$ cat src/rtl/fp_pkg.sv
// Shared floating-point definitions for the pipelined arithmetic blocks.
// Holds the default single-precision field widths, the packed operand
// layout, the special result encodings and the rounding-mode selector.
package fp_pkg;

  localparam int EXP_W = 8;
  localparam int MAN_W = 23;
  localparam int BIAS  = (1 << (EXP_W - 1)) - 1;

  typedef struct packed {
    logic             sign;
    logic [EXP_W-1:0] exp;
    logic [MAN_W-1:0] man;
  } fp_t;

  localparam fp_t FP_ZERO = '0;
  localparam fp_t FP_NAN  = '1;

  typedef enum logic {
    RND_TRUNC = 1'b0,
    RND_RNE   = 1'b1
  } round_mode_e;

  // Exponent bias for an arbitrary exponent field width.
  function automatic int bias_of(input int exp_w);
    return (1 << (exp_w - 1)) - 1;
  endfunction

endpackage

$ cat src/rtl/fp_round_pack.sv
// Final floating-point stage: rounding, carry renormalisation, exception
// selection and packing. Purely combinational; the caller registers it.
//   zs_i      result sign
//   zero_i    an operand was zero/denormal; forces +0 without flags
//   exp_i     signed, biased, already-normalised exponent (EXP_W+2 bits)
//   man_i     normalised mantissa without hidden one
//   guard_i/round_i/sticky_i  bits below the mantissa LSB
//   z_o       packed {sign, exp, man}
//   ufw_o     underflow, result flushed to +0
//   ofw_o     overflow, result forced to all ones
module fp_round_pack #(
  parameter int EXP_W = 8,
  parameter int MAN_W = 23,
  parameter int ROUND = 1
) (
  input  logic                    zs_i,
  input  logic                    zero_i,
  input  logic signed [EXP_W+1:0] exp_i,
  input  logic [MAN_W-1:0]        man_i,
  input  logic                    guard_i,
  input  logic                    round_i,
  input  logic                    sticky_i,
  output logic [EXP_W+MAN_W:0]    z_o,
  output logic                    ufw_o,
  output logic                    ofw_o
);
  import fp_pkg::*;

  localparam int EW2 = EXP_W + 2;
  localparam logic signed [EW2-1:0] EXP_ONE  = EW2'(1);
  localparam logic signed [EW2-1:0] EXP_ZERO = '0;
  localparam logic signed [EW2-1:0] EXP_MAX  = EW2'((1 << EXP_W) - 1);
  localparam bit                    RNE      = (ROUND == int'(RND_RNE));

  logic                  inc;
  logic [MAN_W:0]        man_inc;
  logic [MAN_W-1:0]      man_r;
  logic signed [EW2-1:0] exp_r;

  always_comb begin
    inc = 1'b0;
    if (RNE) begin
      inc = guard_i & (round_i | sticky_i | man_i[0]);
    end
    man_inc = {1'b0, man_i} + {{MAN_W{1'b0}}, inc};
    exp_r   = exp_i;
    man_r   = man_inc[MAN_W-1:0];
    // All-ones mantissa rounded up: value becomes 2.0, so bump the exponent.
    if (man_inc[MAN_W]) begin
      exp_r = exp_i + EXP_ONE;
      man_r = '0;
    end

    z_o   = '0;
    ufw_o = 1'b0;
    ofw_o = 1'b0;
    if (zero_i) begin
      z_o = '0;
    end else if (exp_r <= EXP_ZERO) begin
      ufw_o = 1'b1;
    end else if (exp_r >= EXP_MAX) begin
      z_o   = '1;
      ofw_o = 1'b1;
    end else begin
      z_o = {zs_i, exp_r[EXP_W-1:0], man_r};
    end
  end

endmodule

$ cat src/rtl/srmul_pipe.sv
// Three-stage pipelined floating-point multiplier z = a * b with
// valid/ready handshakes and a sideband tag carried alongside each pair.
//   clk, rst_n           clock, asynchronous active-low reset
//   in_valid/in_ready    input handshake for a, b, in_tag
//   a, b                 operands {sign, exp, man}
//   in_tag               sideband tag, returned unchanged with the result
//   out_valid/out_ready  output handshake for z, out_tag, ufw, ofw
//   z                    product
//   ufw, ofw             underflow-flushed / overflow flags
// S1 unpacks and multiplies, S2 normalises, S3 rounds and packs.
module srmul_pipe #(
  parameter int EXP_W = 8,
  parameter int MAN_W = 23,
  parameter int ROUND = 1,
  parameter int TAG_W = 4
) (
  input  logic                   clk,
  input  logic                   rst_n,
  input  logic                   in_valid,
  output logic                   in_ready,
  input  logic [EXP_W+MAN_W:0]   a,
  input  logic [EXP_W+MAN_W:0]   b,
  input  logic [TAG_W-1:0]       in_tag,
  output logic                   out_valid,
  input  logic                   out_ready,
  output logic [EXP_W+MAN_W:0]   z,
  output logic [TAG_W-1:0]       out_tag,
  output logic                   ufw,
  output logic                   ofw
);
  import fp_pkg::*;

  localparam int W   = 1 + EXP_W + MAN_W;
  localparam int PW  = 2 * (MAN_W + 1);
  localparam int EW2 = EXP_W + 2;
  localparam logic signed [EW2-1:0] BIAS_S   = EW2'(bias_of(EXP_W));
  localparam logic signed [EW2-1:0] EXP_ONE  = EW2'(1);
  localparam logic signed [EW2-1:0] EXP_ZERO = '0;

  // Stage valids and handshake
  logic v1_q, v2_q, v3_q;
  logic v1_d, v2_d, v3_d;
  logic adv1, adv2, adv3;
  logic ld1, ld2, ld3;

  // S1 registers
  logic                  zs1_q, zs1_d;
  logic                  zero1_q, zero1_d;
  logic [PW-1:0]         prod1_q, prod1_d;
  logic signed [EW2-1:0] esum1_q, esum1_d;
  logic [TAG_W-1:0]      tag1_q;

  // S2 registers
  logic                  zs2_q, zero2_q;
  logic signed [EW2-1:0] exp2_q, exp2_d;
  logic [MAN_W-1:0]      man2_q, man2_d;
  logic                  g2_q, r2_q, s2_q;
  logic                  g2_d, r2_d, s2_d;
  logic [TAG_W-1:0]      tag2_q;

  // S3 registers
  logic [W-1:0]          z3_q, z3_d;
  logic                  ufw3_q, ufw3_d;
  logic                  ofw3_q, ofw3_d;
  logic [TAG_W-1:0]      tag3_q;

  // A stage may take new data when it is empty or its contents move on.
  always_comb begin
    adv3 = !v3_q | out_ready;
    adv2 = !v2_q | adv3;
    adv1 = !v1_q | adv2;
    ld1  = adv1 & in_valid;
    ld2  = adv2 & v1_q;
    ld3  = adv3 & v2_q;
    v1_d = adv1 ? in_valid : v1_q;
    v2_d = adv2 ? v1_q     : v2_q;
    v3_d = adv3 ? v2_q     : v3_q;
  end

  assign in_ready = adv1;

  // S1: sign, exponent sum, full mantissa product with hidden ones.
  logic [MAN_W:0]   ma, mb;
  logic [EXP_W-1:0] ea, eb;

  always_comb begin
    ea      = a[MAN_W +: EXP_W];
    eb      = b[MAN_W +: EXP_W];
    ma      = {1'b1, a[MAN_W-1:0]};
    mb      = {1'b1, b[MAN_W-1:0]};
    zs1_d   = a[W-1] ^ b[W-1];
    zero1_d = (ea == '0) | (eb == '0);
    prod1_d = PW'(ma) * PW'(mb);
    esum1_d = $signed({2'b00, ea}) + $signed({2'b00, eb});
  end

  // S2: product lies in [1,4); bring it to [1,2) and split off G/R/S.
  // norm drops the leading one, so its top bit is the first stored bit.
  logic [PW-2:0] norm;

  always_comb begin
    norm   = prod1_q[PW-1] ? prod1_q[PW-2:0] : {prod1_q[PW-3:0], 1'b0};
    exp2_d = esum1_q - BIAS_S + (prod1_q[PW-1] ? EXP_ONE : EXP_ZERO);
    man2_d = norm[PW-2 -: MAN_W];
    g2_d   = norm[PW-2-MAN_W];
    r2_d   = norm[PW-3-MAN_W];
    s2_d   = |norm[PW-4-MAN_W:0];
  end

  // S3: rounding and exception handling feed the output register.
  fp_round_pack #(
    .EXP_W (EXP_W),
    .MAN_W (MAN_W),
    .ROUND (ROUND)
  ) u_round_pack (
    .zs_i     (zs2_q),
    .zero_i   (zero2_q),
    .exp_i    (exp2_q),
    .man_i    (man2_q),
    .guard_i  (g2_q),
    .round_i  (r2_q),
    .sticky_i (s2_q),
    .z_o      (z3_d),
    .ufw_o    (ufw3_d),
    .ofw_o    (ofw3_d)
  );

  always_ff @(posedge clk or negedge rst_n) begin
    if (!rst_n) begin
      v1_q    <= 1'b0;
      v2_q    <= 1'b0;
      v3_q    <= 1'b0;
      zs1_q   <= 1'b0;
      zero1_q <= 1'b0;
      prod1_q <= '0;
      esum1_q <= '0;
      tag1_q  <= '0;
      zs2_q   <= 1'b0;
      zero2_q <= 1'b0;
      exp2_q  <= '0;
      man2_q  <= '0;
      g2_q    <= 1'b0;
      r2_q    <= 1'b0;
      s2_q    <= 1'b0;
      tag2_q  <= '0;
      z3_q    <= '0;
      ufw3_q  <= 1'b0;
      ofw3_q  <= 1'b0;
      tag3_q  <= '0;
    end else begin
      v1_q <= v1_d;
      v2_q <= v2_d;
      v3_q <= v3_d;
      if (ld1) begin
        zs1_q   <= zs1_d;
        zero1_q <= zero1_d;
        prod1_q <= prod1_d;
        esum1_q <= esum1_d;
        tag1_q  <= in_tag;
      end
      if (ld2) begin
        zs2_q   <= zs1_q;
        zero2_q <= zero1_q;
        exp2_q  <= exp2_d;
        man2_q  <= man2_d;
        g2_q    <= g2_d;
        r2_q    <= r2_d;
        s2_q    <= s2_d;
        tag2_q  <= tag1_q;
      end
      // Output register only changes on a load, so a stalled result holds.
      if (ld3) begin
        z3_q   <= z3_d;
        ufw3_q <= ufw3_d;
        ofw3_q <= ofw3_d;
        tag3_q <= tag2_q;
      end
    end
  end

  assign out_valid = v3_q;
  assign z         = z3_q;
  assign out_tag   = tag3_q;
  assign ufw       = ufw3_q;
  assign ofw       = ofw3_q;

endmodule

$ cat config.mk
export PLATFORM = sky130hd
export DESIGN_NAME = srmul_pipe
export DESIGN_NICKNAME = d
export VERILOG_FILES = /design/src/rtl/fp_pkg.sv /design/src/rtl/fp_round_pack.sv /design/src/rtl/srmul_pipe.sv
export SDC_FILE = /design/constraint.sdc
export NUM_CORES = 2
export LEC_CHECK = 0
export ABC_AREA = 1
export BUFFER_PORTS_ARGS = -buffer_cell sky130_fd_sc_hd__buf_2
export CORE_ASPECT_RATIO = 0.5
export CORE_UTILIZATION = 55
export DETAILED_ROUTE_END_ITERATION = 8
export PLACE_DENSITY = 0.75
export REMOVE_ABC_BUFFERS = 1
export SYNTH_ARGS = -nofsm -noshare
export SYNTH_HDL_FRONTEND = slang
export SYNTH_SLANG_ARGS = --single-unit
export TNS_END_PERCENT = 10
$ cat constraint.sdc
create_clock -name clk -period 3.7 [get_ports clk]
set_input_delay 0.37 -clock clk [delete_from_list [all_inputs] [get_ports clk]]
set_output_delay 0.37 -clock clk [all_outputs]
set_load 0.02 [all_outputs]
==> results.tsv <==
stage	metric	value	unit
sta	period_share	1.60	
sta	finalHoldViolCount	0	
sta	fin_crit	5.92	ns
critical_path	critical_path_arrival	6.19	ns
sta	maxClockFrequency	169	MHz
route	vias	24000	
critical_path	start_kind	primary input	
sta	final_max_slew_viol_count	0	
die	dieArea	50400	µm²
worst_hold_path	min_path_type	in -> async	
critical_path	crit_type	in -> reg	
global_routing	grtUsageMet3	0.0880	
critical_path	cp-end-kind	register	
clock_network	root_buffer	clkbuf_16	
clock_network	worstSkewPairLatency	0.43	ns
placement	io_buffers	111	
final_layout	utilization	0.675	
synth	synth_top_area_frac	0.355	
critical_path	cp_slowest_cell	fa_2	
placement	routabilityCongestion	1.01	
outcome	failed_checks	negative setup slack	
synth	synth_common_cells	1,038 x inv_1, 994 x nand2_1, 483 x fa_1	
synth	synth.distinct_cells	46	
outcome	status	finished, violations left	
final_layout	layout-drive-gt1-share	0.185	
sta	max-slew-margin-rel	0.288	
sta	final.setup.worst_slack	-2.22	ns
critical_path	critPathBufInv	9	
synth	synth_area	27200	µm²
sta	setup_tns	-78.96	ns
synth	synth_seq_cells	146	
route	via_per_inst	5.16	
clock_network	clockBufferDepth	2	
global_routing	grt_antenna_before_repair	2	
critical_path	max_stage_delay	0.60	ns
clock_network	cts_max_level	4	
final_layout	fillers	3893	
route	drt_iter0_drc	1958	
synth	synth_area_leader_cell	fa_1	
global_routing	grt.busiest_layer	met2	
clock_network	cts_sinks	146	
global_routing	grt_overflow	0	
global_routing	grt_max_degree	88	
global_routing	first_global_vias	24800	
placement	dp_hpwl	64000	µm
sta	holdWs	0.0180	ns
critical_path	crit_family	adder cells	
sta	worst_pin_slew	1.07	ns
job	drv_cap	0	
route	wl	77400	µm
sta	clock_skew	0.0177	ns
global_routing	use_met2	0.498	
route	drc	0	
die	die_x	317	µm
sta	setup_viol	42	
critical_path	crit_required	3.96	ns
clock_network	cts_tree	done	
global_routing	grt_pass1_wl	126000	µm
synth	yosys_warnings	0	
synth	yosysMostFrequentCell	inv_1	
clock_network	numCtsBuffers	17	
clock_network	clkTransAtPathRegs	0.08	ns
synth	synth.avg_cell_area	7.53	µm²
global_routing	grtUsageTotal	0.319	
die	row_count	57	
clock_network	ctsHoldBuffers	0	
route	drtAntennaViolNets	0	
die	start_util	0.559	
synth	ys_async_sr_fraction	1.00	
final_layout	syn2layout_area_growth	20.8	%
sta	rsz0062_at_grt	true	
synth	netlist_top_cells_area	fa_1 36%, inv_1 14%, nand2_1 14%	
critical_path	cp_max_fo	11	
global_routing	globalRouteMet1Util	0.436	
route	dr.pass1.iters	5	
die	coreArea	48700	µm²
die	ios	112	
final_layout	final_nets	4724	
route	routedWlPerCell	16.6	µm
synth	synth-seq-area-share	0.134	
synth	synthCells	3617	
synth	synth_ff_type	dfrtp_1	
placement	dp_slack	-3.10	ns
die	die_h	159	µm
synth	synth-edff-count	0	
==> area by class of cell <==
class                   count  area [µm²]  share of cell area
diodes                      2        5.00            0.000152
clock buffers              17         425              0.0129
clock inverters            15         168             0.00510
inverters                1042        3910               0.119
multi-input cells        2300       20200               0.613
flip-flops and latches    146        3650               0.111
well taps                 649         812              0.0247
repair buffers            477        3760               0.114
==> cell families after synthesis <==
group                      Yosys count  synth area share
DFF                                146             0.134
xor gates and xnor gates            33            0.0106
adders and majority gates          668             0.440
AOI/OAI and AO/OA                  279            0.0565
buffers and inverters             1171             0.163
and+or+nand+nor                   1320             0.195
==> layer usage <==
metal | wire length, µm | vias to the layer above
li1 | - | 11200
met1 | 32300 | 11600
met2 | 34500 | 1056
met3 | 8210 | 166
met4 | 2380 | 0
met5 | 0 | -
==> worst reg2reg max path, stage by stage (launching register included) <==
cell      delay (ns)
dfrtp_1         0.45
nand2_1         0.12
nor2_1          0.15
nand2_2         0.11
nor2_8          0.19
nand2_4         0.18
clkinv_1        0.16
nand2_1         0.06
o21ai_1         0.17
nand3b_1        0.18
nand2_1         0.11
nor2_4          0.54
nand2_1         0.21
nand2_1         0.10
==> final timing paths <==
check	from	to	slack [ns]	cells past startpoint
min	rst_n	out_tag[0]$_DFFE_PN0P_	0.02	1
min in group clk	in_tag[2]	tag1_q[2]$_DFFE_PN0P_	0.15	3
max	a[11]	prod1_q[26]$_DFFE_PN0P_	-2.22	25
max reg2reg	man2_q[20]$_DFFE_PN0P_	z[5]$_DFFE_PN0P_	0.90	13
max in group asynchronous	rst_n	exp2_q[1]$_DFFE_PN0P_	2.85	2
min reg2reg	z[31]$_DFFE_PN0P_	z[31]$_DFFE_PN0P_	0.47	2
==> sequential cells by signal (all words and copies together), names as in the netlist <==
register / count
s2_q: 1
v1_q: 1
r2_q: 1
v2_q: 1
z: 32
zs2_q: 1
prod1_q: 48
zero1_q: 1
zero2_q: 1
ofw: 1
ufw: 1
exp2_q: 10
esum1_q: 9
zs1_q: 1
man2_q: 23
out_valid: 1
tag1_q: 4
g2_q: 1
tag2_q: 4
out_tag: 4
==> metrics by stage <==
| stage | cell area [µm²] | cells |
|---|---|---|
| after floorplan | 26700 | 3488 |
| after global placement | 31000 | 4602 |
| after detailed placement | 31000 | 4602 |
| after CTS | 32400 | 4644 |
| after global routing | 32900 | 4647 |
| final | 32900 | 4648 |
==> cell usage in the layout (no fill, tap or decap), types with 30 or more instances in the layout <==
| master | n |
|---|---|
| fa_1 | 471 |
| dfrtp_1 | 146 |
| buf_4 | 345 |
| a21oi_1 | 41 |
| a21oi_2 | 30 |
| buf_2 | 81 |
| inv_1 | 1027 |
| o21ai_1 | 30 |
| nand3_1 | 78 |
| o21ai_0 | 103 |
| nor2_1 | 103 |
| nand2_1 | 966 |
| nand2_2 | 41 |
| ha_1 | 157 |
| nor2_2 | 30 |
==> what timing repair did <==
item                                    CTS  global route
endpoints found under the setup margin   42            42
pin swaps                                35            31
setup buffers                            10             2
resized for setup                       200           115
Power is not shown: default switching activity piles up to over one toggle a cycle in this logic, so the estimate is an artifact.
